--- src/rtl/tnn_feature_packer.sv ---
// Quantises raw samples against seven programmable thresholds and packs five
// 3-bit codes per framed vector into a registered valid/ready output.
module tnn_feature_packer #(
  parameter int DATA_W = 8,
  parameter int CNT_W  = 16
) (
  input  logic              clk,
  input  logic              rst_n,
  input  logic              s_valid,
  output logic              s_ready,
  input  logic [DATA_W-1:0] s_data,
  input  logic              s_last,
  input  logic              thr_we,
  input  logic [2:0]        thr_addr,
  input  logic [DATA_W-1:0] thr_data,
  output logic              m_valid,
  input  logic              m_ready,
  output logic [2:0]        m_a,
  output logic [2:0]        m_b,
  output logic [2:0]        m_c,
  output logic [2:0]        m_d,
  output logic [2:0]        m_e,
  output logic              err_len,
  output logic [CNT_W-1:0]  vec_cnt
);

  typedef enum logic {FILL, DRAIN} state_t;

  state_t     state_reg;
  logic [2:0] idx_reg;
  logic [2:0] slot_reg [4];
  logic [6:0] hit;
  logic [2:0] code;
  logic       accept;

  // Each threshold is compared in parallel; the code is the count of hits,
  // so the threshold set does not need to be monotonic.
  genvar gi;
  generate
    for (gi = 0; gi < 7; gi++) begin : g_thr
      logic [DATA_W-1:0] thr_reg;
      always_ff @(posedge clk or negedge rst_n) begin
        if (!rst_n)
          thr_reg <= DATA_W'((gi + 1) << (DATA_W - 3));
        else if (thr_we && thr_addr == 3'(gi))
          thr_reg <= thr_data;
      end
      assign hit[gi] = (s_data >= thr_reg);
    end
  endgenerate

  always_comb begin
    code = 3'd0;
    for (int k = 0; k < 7; k++)
      code = code + 3'(hit[k]);
  end

  // Only the fifth sample needs room in the output register.
  assign s_ready = (state_reg == DRAIN) || (idx_reg != 3'd4) || !m_valid || m_ready;
  assign accept  = s_valid && s_ready;

  always_ff @(posedge clk or negedge rst_n) begin
    if (!rst_n) begin
      state_reg <= FILL;
      idx_reg   <= 3'd0;
      for (int k = 0; k < 4; k++)
        slot_reg[k] <= 3'd0;
      m_valid   <= 1'b0;
      m_a       <= 3'd0;
      m_b       <= 3'd0;
      m_c       <= 3'd0;
      m_d       <= 3'd0;
      m_e       <= 3'd0;
      err_len   <= 1'b0;
      vec_cnt   <= '0;
    end else begin
      err_len <= 1'b0;
      if (m_valid && m_ready)
        m_valid <= 1'b0;
      if (accept) begin
        case (state_reg)
          FILL: begin
            if (idx_reg == 3'd4) begin
              m_a     <= slot_reg[0];
              m_b     <= slot_reg[1];
              m_c     <= slot_reg[2];
              m_d     <= slot_reg[3];
              m_e     <= code;
              m_valid <= 1'b1;
              vec_cnt <= vec_cnt + CNT_W'(1);
              idx_reg <= 3'd0;
              if (!s_last) begin
                state_reg <= DRAIN;
                err_len   <= 1'b1;
              end
            end else if (s_last) begin
              idx_reg <= 3'd0;
              err_len <= 1'b1;
            end else begin
              slot_reg[idx_reg[1:0]] <= code;
              idx_reg                <= idx_reg + 3'd1;
            end
          end
          DRAIN: begin
            if (s_last) begin
              state_reg <= FILL;
              idx_reg   <= 3'd0;
            end
          end
          default: state_reg <= FILL;
        endcase
      end
    end
  end

endmodule

--- config.mk ---
export PLATFORM = sky130hd
export DESIGN_NAME = tnn_feature_packer
export DESIGN_NICKNAME = d
export VERILOG_FILES = /design/src/rtl/tnn_feature_packer.sv
export SDC_FILE = /design/constraint.sdc
export NUM_CORES = 1
export LEC_CHECK = 0
export BUFFER_PORTS_ARGS = -buffer_cell sky130_fd_sc_hd__buf_4
export CAP_MARGIN = 10
export CORE_MARGIN = 4
export CORE_UTILIZATION = 55
export DETAILED_ROUTE_END_ITERATION = 6
export PLACE_DENSITY_LB_ADDON = 0.15
export SLEW_MARGIN = 20
export SYNTH_ARGS = -nofsm -noshare
export SYNTH_HDL_FRONTEND = slang
export SYNTH_SLANG_ARGS = --single-unit
--- constraint.sdc ---
create_clock -name clk -period 9.65 [get_ports clk]
set_input_delay 2.4125 -clock clk [delete_from_list [all_inputs] [get_ports clk]]
set_output_delay 2.4125 -clock clk [all_outputs]
set_load 0.05 [all_outputs]
Word-level counts from Yosys, hierarchy flattened
Index checks and enable logic that the tools add are counted.

Bits in registers: 105. Latch bits: 0. Memory bits (writable): 0. Memory bits (read-only): 0. Output and inout port bits: 34. Word-level logic and storage cells: 87. Memories: 0.

Add/sub/neg operators: 8. Multiply operators: 0. Divide/modulo/power cells: 0. $lt $le $gt $ge: 9. Equal/unequal tests: 9. Shift operators: 0. Multiplexer cells: 18. Bitwise logic cells: 4. Reductions and logical operators: 18.

Operators by type and width (count): >= comparator 8 bit (7); adder 16 x 1 -> 16 bit, second input constant (1); adder 3 x 1 -> 3 bit (4); bitwise mux 12 bit (1); == test 3 bit, second input constant (4); 2-to-1 mux 3 bit (4); logical AND 1 bit (10); 2-to-1 mux 1 bit (10); demux 3 bit (select 2 bit) (1); == test 3 x 2 -> 1 bit, second input constant (2); case mux 3 bit (2 select lines) (1); AND reduction 4 bit (1); adder 2 x 1 -> 3 bit (1); adder 3 x 1 -> 3 bit, second input constant (1); == test 3 x 1 -> 1 bit, second input constant (1); >= comparator 3 bit, second input constant (1); logical NOT 3 bit (1); logical OR 1 bit (3); less-than comparator 3 x 1 -> 1 bit, second input constant (1); inequality test 3 bit, second input constant (1); NOT 1 bit (3); NOT 2 -> 3 bit (1); AND reduction 3 bit (1); adder 1 x 1 -> 2 bit (1); 4 further kinds (4).

Logic depth before layout (Yosys ltp)
Depth in word-level cells: 8. Mapped depth: 13. Mapped depth without buffers: 13.

Worst setup path before layout
OpenSTA, ideal clock, no wires.

Path type: input -> register. Start point: in s_data[0]. End point: reg slot_reg[10] (netlist name). Setup time: 125 ps. Arrival: 5706 ps. Data required time: 9525 ps. Path slack: 3819 ps. Cell stages on the path: 12. Buffers on the path: 0. Cells stage by stage: inv_1 ha_1 nand2b_1 a31oi_1 o21ai_0 a221oi_1 fa_1 fa_1 inv_1 fa_1 fa_1 mux2_2.

Word-level cells in the longest chain between the ends: 8. Elaborated cells on any way between the ends: 14.

RTL lines: from (decl) (line 11) `input logic [DATA_W-1:0] s_data,`; >= comparator 8 bit (line 48) `assign hit[gi] = (s_data >= thr_reg);`; adder 1 x 1 -> 2 bit (line 55) `code = code + 3'(hit[k]);`; adder 2 x 1 -> 3 bit (line 55); adder 3 x 1 -> 3 bit (3 in a row) (line 55); adder 3 x 1 -> 3 bit (*) (line 55); via code[1] (line 33) `logic [2:0] code;`; bitwise mux 12 bit (*) (line 100) `slot_reg[idx_reg[1:0]] <= code;`; to (signal, indexed assignment) (line 100); to (decl) (line 31) `logic [2:0] slot_reg [4];`.

The timed path passes the listed nets; every way through them passes the cells marked *. A chain may end at the register's enable or synchronous reset.

Worst setup path after layout
Same ends and word-level chain as after synthesis.

==> summary.md <==
| Metric | Value |
|---|---|
| Setup bufs post-CTS | `0` |
| DR WL/cell | `14.7 um` |
| Final setup TNS | `0 ns` |
| DRC viols | `0` |
| Seq/Total Area, Yosys | `47.2%` |
| Share of cells above drive strength 1 | `23.6%` |
| Post-route ant nets | `0` |
| Crit-path max FO | `7` |
| Number of synthesis warnings | `0` |
| Post-synth cell types | `38` |
| PwrDens | `217 nW/um2` |
| Hpwl dp | `7.98 mm` |
| Die ar. | `11900 um2` |
| Gr busiest metal | `met2` |
| Min-Delay Startpoint | `slot_reg[3]` |
| Vias in the first global route | `3851` |
| Clk_lat worst skew | `0.37 ns` |
| Fmax | `170 MHz` |
| Root Driver | `clkbuf_8` |
| RSZ-0062 raised after global routing | `no` |
| Fin crit period | `5.87 ns` |
| Yosys top cell area share | `41.6%` |
| Met1 Usage GRT | `28.1%` |
| Synthesized net count | `619` |
| CP Capture Type | `flip-flop` |
| Period utilization | `60.8%` |
| Internal | `866 uW` |
| Synth Area in Compound Gates | `8.45%` |
| Global-route wire length before repair | `18.4 mm` |
| Critical path launch point | `s_data[0]` |
| Status | `finished clean` |
| Clock skew | `0.0170 ns` |
| First-pass DRT Iterations | `4` |
| DIE WIDTH | `109 um` |
| Final Slew Violations | `0` |
| Hold crit path type | `reg -> reg` |
| Largest family of logic cells by synthesized area | `adder cells` |
| Worst Reg-to-Reg Cells | `12` |
| Post-synthesis mux area share | `8.05%` |
| CP Class | `in -> reg` |
| Hold-fix buffers at CTS | `0` |
| H-tree depth | `3` |
| GR Util met3 | `3.55%` |
| Commonest non-fill, non-tap cells in the layout | `nand2_1, dfrtp_1, ha_1, inv_1, buf_4` |
| Dpl cells | `710` |
| Most common cell after layout, fill and taps aside | `nand2_1` |
| GPL Wtd Cong | `0.775` |
| Share of power burned in registers | `44.3%` |
| GR Util met2 | `31.2%` |
| Number of cells on the worst hold path | `2` |
| Pin count of the biggest net entering global routing | `83` |
| Max cap viols | `0` |
| Port buffer count | `58` |
| Area Growth Syn to Fin | `13.7%` |
| P_sw | `514 uW` |
| P_leak | `3.22 nW` |
| I/O Pins | `59` |
| RR Startpoint | `g_thr[3].thr_reg[2]` |
| Mean Syn Cell Area | `10.6 um2` |
| Least-Margin Pin Slew | `0.916 ns` |
| R2R Setup Slk | `5.75 ns` |
| Clock Path Buffers | `2` |
| N_diodes | `0` |
| Num CTS Buffers | `9` |
| Sw frac | `37.2%` |
| Die Y | `109 um` |
| # clock sinks | `105` |
| GRT Total Usage | `19.8%` |
| Adder-cell share of the synthesized area | `15.5%` |
| FP Rows | `36` |
| Largest register FFs | `56` |
| Final Hold Fails | `0` |
| Final net count | `680` |
| Comb pwr share | `36.3%` |
| Core area | `9820 um2` |
| Seq cells post-synth | `105` |
| Largest cells by area after synthesis | `dfrtp_1, ha_1, mux2_2, nand2_1, dfstp_2` |
| Routed Wire Length | `10.7 mm` |
| Worst setup SP type | `primary input` |
| Worst Path Required | `9.90 ns` |
| Slew headroom | `38.6%` |
| First-iteration detailed-routing DRC count | `129` |
| CP arrival | `6.12 ns` |
| Gr ovfl total | `0` |
| Reg-to-Reg End | `slot_reg[10]` |
| Post-Synth XOR/XNOR Area | `2.35%` |
| Post-CTS sizing | `0` |
| Initial core utilization | `57.0%` |
| Area of the mapped netlist | `5600 um2` |
| Filler Cell Count | `810` |
| CTS tree | `built` |
| Area leader, netlist | `dfrtp_1` |
| CTS clk-pin slew, worst paths | `0.09 ns` |
| Vias/cell | `5.35` |
| Simple-gate area share of the yosys netlist | `13.6%` |
| Vias | `3881` |
| Non-filler instance count after layout | `726` |
| Initial antenna violation count | `0` |
| Maximum VDD drop | `0.170 mV` |
| Final Setup Violations | `0` |
| Mapped Cells | `527` |
| Clock network power share | `19.4%` |
| Worst Hold End | `m_c[0]` |
-- stage by stage --
step / instance area (um2) / total power, mW / setup slack [ns] / utilization, % / hold slack (ns)
final: 6360 / 1.38 / 3.78 / 64.8 / 0.476
after global routing: 6360 / 1.49 / 3.55 / 64.8 / 0.512
after CTS: 6360 / 1.40 / 3.76 / 64.8 / 0.479
after detailed placement: 6170 / 1.13 / 3.35 / 62.8 / 0.458
after global placement: 6170 / 1.11 / 3.42 / 62.8 / 0.445
after floorplan: 5600 / 0.971 / 3.82 / - / 0.433
-- synth_stat cells, drive strengths merged --
cell / count
nor3: 5
fa: 4
a221oi: 5
or3: 2
nand2b: 9
nand3: 7
and3: 7
nor2b: 4
nand4b: 4
buf: 3
o21bai: 1
a21oi: 9
a21o: 14
dfstp: 12
or2: 2
nor3b: 2
nor2: 3
and4b: 2
dfrtp: 93
o211ai: 1
clkbuf: 7
xnor2: 13
mux2: 40
ha: 63
a31oi: 9
nand2: 95
inv: 59
nor4: 2
o21ai: 38
a22o: 2
xor2: 2
nand4: 8
-- worst max-delay path: stages --
cell	delay, ns
buf_4	0.10
inv_1	0.23
ha_1	0.28
nand2b_1	0.14
a31oi_1	0.17
o21ai_0	0.12
a221oi_1	0.34
fa_1	0.50
fa_1	0.49
inv_1	0.05
fa_1	0.45
fa_1	0.54
mux2_2	0.29
-- area by class of cell --
| type | count | area, um2 | area share (%) |
|---|---|---|---|
| multi-input combinational | 353 | 2690 | 42.2 |
| sequential | 105 | 2640 | 41.5 |
| clock inverter | 6 | 57.6 | 0.904 |
| tap | 133 | 166 | 2.61 |
| clock buffer | 10 | 138 | 2.16 |
| inverter | 59 | 221 | 3.48 |
| timing repair buffer | 60 | 454 | 7.14 |
-- per-layer routing --
layer / part of all wire [%] / vias up
met4: 1.1 / 0
met3: 3.0 / 9
met1: 48 / 1908
li1: - / 1913
met5: 0 / -
met2: 48 / 51
-- power groups by stage --
| stage | combinational (mW) | clock, mW | sequential, mW |
|---|---|---|---|
| after floorplan | 0.273 | 0 | 0.698 |
| after global placement | 0.490 | 0 | 0.616 |
| after detailed placement | 0.508 | 0 | 0.621 |
| after CTS | 0.509 | 0.277 | 0.612 |
| after global routing | 0.566 | 0.297 | 0.625 |
| final | 0.501 | 0.268 | 0.611 |
-- how the worst max path moves through the flow --
stage | end | slack [ns]
after detailed placement | slot_reg[7] | 3.35
after floorplan | slot_reg[10] | 3.82
final | slot_reg[10] | 3.78
after global routing | slot_reg[10] | 3.55
after global placement | slot_reg[7] | 3.42
after CTS | slot_reg[10] | 3.76
-- logic make-up (layout without fill, tap and decap cells) --
| family | after synthesis | count (layout) |
|---|---|---|
| AOI/OAI and AO/OA | 79 | 79 |
| and+or+nand+nor | 152 | 152 |
| adders and majority gates | 67 | 67 |
| muxes | 40 | 40 |
| DFF | 105 | 105 |
| xor gates and xnor gates | 15 | 15 |
| buffers and inverters | 69 | 135 |
(Power assumes the default switching activity.)
